**config.mk**
```make
export PLATFORM = sky130hd
export DESIGN_NAME = bus_arbiter_flat
export DESIGN_NICKNAME = d
export VERILOG_FILES = /design/src/rtl/bus_arbiter_if.sv /design/src/rtl/bus_arbiter.sv /design/src/flat_wrapper.sv
export SDC_FILE = /design/constraint.sdc
export NUM_CORES = 1
export LEC_CHECK = 0
export ABC_AREA = 1
export CAP_MARGIN = 20
export CORE_ASPECT_RATIO = 0.5
export CORE_MARGIN = 8
export CORE_UTILIZATION = 30
export DETAILED_ROUTE_END_ITERATION = 16
export PLACE_DENSITY = 0.59
export SLEW_MARGIN = 40
export SYNTH_ARGS = -nofsm -noshare
export SYNTH_HDL_FRONTEND = slang
export SYNTH_SLANG_ARGS = --single-unit
```
**constraint.sdc**
```tcl
create_clock -name clk -period 1.22 [get_ports clk]
set_input_delay 0.244 -clock clk [delete_from_list [all_inputs] [get_ports clk]]
set_output_delay 0.244 -clock clk [all_outputs]
set_load 0.02 [all_outputs]
```
**src/rtl/bus_arbiter_if.sv**
```systemverilog
// Request/grant bundle between the requesting masters and the arbiter.
// The masters drive req/done; the arbiter answers with a registered grant.
interface bus_arbiter_if #(
    parameter int N = 4
);
    localparam int IW = (N > 1) ? $clog2(N) : 1;

    logic [N-1:0]  req;
    logic          done;
    logic [N-1:0]  grant;
    logic [IW-1:0] grant_idx;
    logic          busy;
    logic          timeout;

    modport master (output req, done, input grant, grant_idx, busy, timeout);
    modport slave  (input req, done, output grant, grant_idx, busy, timeout);
endinterface

```
**src/rtl/bus_arbiter.sv**
```systemverilog
// Round-robin arbiter for one multi-cycle shared resource.
// Grants are registered and one-hot, held until the owner finishes, drops
// its request, or the watchdog revokes it after TIMEOUT cycles.
module bus_arbiter #(
    parameter int N       = 4,
    parameter int TIMEOUT = 16
) (
    input  logic          clk,
    input  logic          clear_n,
    bus_arbiter_if.slave  bus
);
    localparam int IW = $clog2(N);
    localparam int CW = (TIMEOUT > 1) ? $clog2(TIMEOUT) : 1;
    localparam bit WD_ON = (TIMEOUT != 0);
    localparam logic [CW-1:0] T_LAST = CW'((TIMEOUT > 0) ? TIMEOUT - 1 : 0);
    localparam logic [N-1:0] ONE = N'(1);

    typedef enum logic {IDLE, GRANTED} state_t;

    state_t        state;
    logic [IW-1:0] last;
    logic [CW-1:0] cnt;

    logic [N-1:0]  cand;
    logic [IW-1:0] probe;
    logic [IW-1:0] winner;
    logic          found;
    logic          rel_done;
    logic          rel_abort;
    logic          rel_wd;
    logic          rel;

    // Pick the first pending requester after `last`; the current owner is
    // masked out so a release can never hand the grant straight back to it.
    always_comb begin
        // NOTE: every variable gets a default before any conditional write,
        // otherwise synthesis infers a latch to hold the old value.
        cand   = bus.req;
        found  = 1'b0;
        winner = '0;
        probe  = '0;
        if (state == GRANTED) cand[bus.grant_idx] = 1'b0;
        // Walk from the farthest slot inward so the nearest hit is written last.
        for (int i = N; i >= 1; i--) begin
            probe = IW'((int'(last) + i) % N);
            if (cand[probe]) begin
                found  = 1'b1;
                winner = probe;
            end
        end
    end

    // Release conditions for the current owner, in priority order done > abort > watchdog.
    always_comb begin
        rel_done  = 1'b0;
        rel_abort = 1'b0;
        rel_wd    = 1'b0;
        if (state == GRANTED) begin
            rel_done  = bus.done;
            rel_abort = ~bus.req[bus.grant_idx];
            rel_wd    = WD_ON && (cnt == T_LAST);
        end
    end

    assign rel = rel_done | rel_abort | rel_wd;

    // Arbiter FSM: issues, holds and hands over grants; all outputs registered.
    always_ff @(posedge clk) begin
        // NOTE: sequential state uses non-blocking assignments so every
        // register samples the values from before this edge.
        if (!clear_n) begin
            state         <= IDLE;
            bus.grant     <= '0;
            bus.grant_idx <= '0;
            bus.busy      <= 1'b0;
            bus.timeout   <= 1'b0;
            last          <= IW'(N - 1);
            cnt           <= '0;
        end else begin
            bus.timeout <= 1'b0;
            if (state == IDLE || rel) begin
                // Watchdog only reports when it was the deciding release reason.
                if (state == GRANTED) bus.timeout <= rel_wd & ~rel_done & ~rel_abort;
                if (found) begin
                    state         <= GRANTED;
                    bus.grant     <= ONE << winner;
                    bus.grant_idx <= winner;
                    bus.busy      <= 1'b1;
                    last          <= winner;
                    cnt           <= '0;
                end else begin
                    state         <= IDLE;
                    bus.grant     <= '0;
                    bus.grant_idx <= '0;
                    bus.busy      <= 1'b0;
                    cnt           <= '0;
                end
            end else if (cnt != '1) begin
                // Saturating hold counter: never wraps back to zero.
                cnt <= cnt + 1'b1;
            end
        end
    end
endmodule

```
**src/flat_wrapper.sv**
```systemverilog
// flat-port wrapper written by rule: the top's interface ports become plain ports
module bus_arbiter_flat 
#(
    parameter int N       = 4,
    parameter int TIMEOUT = 16
)
  (clk, clear_n, bus_req, bus_done, bus_grant, bus_grant_idx, bus_busy, bus_timeout);
  bus_arbiter_if #(.N(N)) bus_i ();
  input  logic clk;
  input  logic clear_n;
  input wire logic [$bits(bus_i.req)-1:0] bus_req;
  input wire logic [$bits(bus_i.done)-1:0] bus_done;
  output wire logic [$bits(bus_i.grant)-1:0] bus_grant;
  output wire logic [$bits(bus_i.grant_idx)-1:0] bus_grant_idx;
  output wire logic [$bits(bus_i.busy)-1:0] bus_busy;
  output wire logic [$bits(bus_i.timeout)-1:0] bus_timeout;
  assign bus_i.req = bus_req;
  assign bus_i.done = bus_done;
  assign bus_grant = bus_i.grant;
  assign bus_grant_idx = bus_i.grant_idx;
  assign bus_busy = bus_i.busy;
  assign bus_timeout = bus_i.timeout;
  bus_arbiter #(.N(N), .TIMEOUT(TIMEOUT)) u_core (.clk(clk), .clear_n(clear_n), .bus(bus_i));
endmodule
```
==> impl_results.md <==
- Status: finished, violations left
- Failing checks: negative setup slack
- Worst Hold Class: reg2reg
- Die Y: 52.45 um
- GR Overflow Total: 0
- Routed Antenna Nets: 0
- Avg Inst Size Synth: 7.116 um2
- Final GP Congestion: 0.7828
- Synthesized area: 797.0 um2
- PwrDens: 2149 nW/um2
- M2 GR Usage: 0.1697
- Detailed router's first-iteration violation count: 27
- Register area share after synthesis: 0.3516
- Vias per std cell: 4.423
- Clock buffer depth: 2
- Port bufs: 14
- Startpoint types: flop
- Rel. slew slack: 0.8244
- DP HPWL: 1541 um
- Register bit total from synthesis: 14
- GR Util All Layers: 0.09064
- MaxCap Viol Count: 0
- Register Area: 295.3 um2
- Clk pin slew, worst setup/hold paths: 0.06 ns
- Leak pwr: 0.6333 nW
- VDD IR max: 716.0 uV
- WP data required: 1.36 ns
- Vias in the first global route: 772
- Crit path max fanout: 7
- GR Layer Usage met3: 0.009375
- Final hold vios: 0
- Most Used Layer, Global Route: met2
- Setup Viol. Count Final: 13
- Wire per inst: 11.34 um
- Area of the multi-input gates: 645.6 um2
- Worst setup EP type: flop
- Design Area, Final: 1375 um2
- Fin util: 0.5385
- Max-slew violation count: 0
- Starting Density: 0.3121
- Fin crit share: 1.141
- Area Growth Syn to Fin: 72.53%
- Final hold slack: 0.4488 ns
- Placement row count: 13
- RSZ-0062 raised after global routing: true
- Post-route setup slack: -0.1725 ns
- Diodes inserted: 0
- Met1 GRT Util: 0.09947
- Final nets: 161
- H-tree lvl count: 1
- Die ar.: 4662 um2
- First-pass DRT Iterations: 5
- Number of I/O pins: 15
- Clock skew: 0.0003329 ns
- Critical path type: reg2reg
- Vias post-DR: 836
- Most frequent cells in the layout: buf_4 (21), nand3_2 (17), nand2_1 (16), nand2_2 (11)
- CTS Sinks: 14
- Initial antenna violation count: 0
- Total core area: 2554 um2
- Synth unique cells: 21
- Die width: 88.90 um
- Number of CTS-inserted buffers: 3
- First-pass GRT wire length: 3312 um
- Routed wire length: 2144 um
- Residual DRC: 0
- Total Power: 2.955 mW
- Ys Warns: 0
- Largest net degree at the start of global routing: 9
- Worst-margin pin slew: 0.2634 ns
- Min Tclk post-route: 1.392 ns
- Mapped Nets: 120
- Arr. time, crit path: 1.53 ns
- Clock Latency Late Sink: 0.24 ns
- Mapped Cells: 112
- Clock root cell: clkbuf_8
- Placement Setup Slack: -0.4490 ns
- Commonest non-fill, non-tap cell in the layout: buf_4
- Share of cells above drive strength 1: 0.5461
- Placed cell areas: 1166 um2
- Filler cells: 233
- Max Freq: 718.1 MHz
- TritonCTS clock tree: built
## power by group
part	internal (mW)	switching, mW
Clock	0.222	0.153
Combinational	0.757	1.06
Sequential	0.596	0.166
Total	1.58	1.38
## worst max-delay path, cell delays in order, from the launching register on
cell     delay [ns]
dfxtp_4        0.43
nor2_4         0.05
nand2_1        0.07
nand4_1        0.18
nand3_2        0.15
nand2_4        0.09
nor2_8         0.12
nand3_2        0.09
nand2_1        0.08
inv_1          0.03
## routing by layer
layer	wire length (um)	up-vias
li1	-	450
met1	995	379
met2	1096	5
met3	25	2
met4	27	0
met5	0	-
## area by class of cell
type | count | share of cell area
sequential | 14 | 0.2147
multi-input combinational | 85 | 0.4695
tap | 37 | 0.03367
inverter | 13 | 0.04095
clock inverter | 1 | 0.002730
clock buffer | 3 | 0.03003
timing repair buffer | 36 | 0.2084
## synthesized netlist by cell type
cell type	instances	area [um2]
nand2_4	1	11.26
nor2_2	1	6.260
nand2_2	7	43.79
nor2_1	8	30.03
ha_1	1	12.51
nand2_1	24	90.09
nand3_1	25	125.1
nand4_1	3	18.77
a21boi_1	1	7.510
inv_1	9	33.78
o21bai_2	1	11.26
o21ai_1	1	5.000
a21oi_1	3	15.01
nand3_2	3	30.03
inv_2	4	15.01
dfxtp_1	14	280.3
nor2_8	1	20.02
or2_2	1	6.260
o21ai_2	2	17.52
xnor2_1	1	8.760
xor2_1	1	8.760
## sequential cells by signal, summed over array words and instances (netlist names)
signal / count
u_core.last: 2
u_core.bus.grant: 4
u_core.bus.busy: 1
u_core.bus.grant_idx: 2
u_core.cnt: 4
u_core.bus.timeout: 1
## through the flow
stage                     std cells  TNS, ns
after floorplan                 112  -0.5108
after global placement          182   -4.602
after detailed placement        182   -4.724
after CTS                       191   -1.506
after global routing            189   -2.415
final                           189   -1.379
## what timing repair did
action,4_1_cts,5_1_grt
buffers inserted,5,1
hold buffers,0,0
setup endpoints to repair,20,16
gates resized for setup,22,31
pin swaps,9,15
gates cloned,0,0
## kinds of logic (layout without fill, tap and decap cells)
| logic type | count (synthesis) | after routing | synth area share |
|---|---|---|---|
| buffers and inverters | 13 | 53 | 0.06122 |
| adder cells (fa/ha/maj) | 1 | 1 | 0.01570 |
| flip-flops | 14 | 14 | 0.3516 |
| AO/OA/AOI/OAI | 8 | 8 | 0.07064 |
| XOR/XNOR | 2 | 2 | 0.02198 |
| AND/OR/NAND/NOR | 74 | 74 | 0.4788 |
## worst paths after layout
path / startpoint / endpoint / slack (ns) / cells after the start
worst max-delay path: u_core.bus.grant_idx[1] / u_core.last[0] / -0.17 / 9
worst min-delay path: u_core.bus.grant[3] / u_core.bus.grant[3] / 0.45 / 2
worst max register to register: u_core.bus.grant_idx[1] / u_core.last[0] / -0.17 / 9
worst min register to register: u_core.bus.grant[3] / u_core.bus.grant[3] / 0.45 / 2
Note: power is estimated with default switching activity, not from simulation.
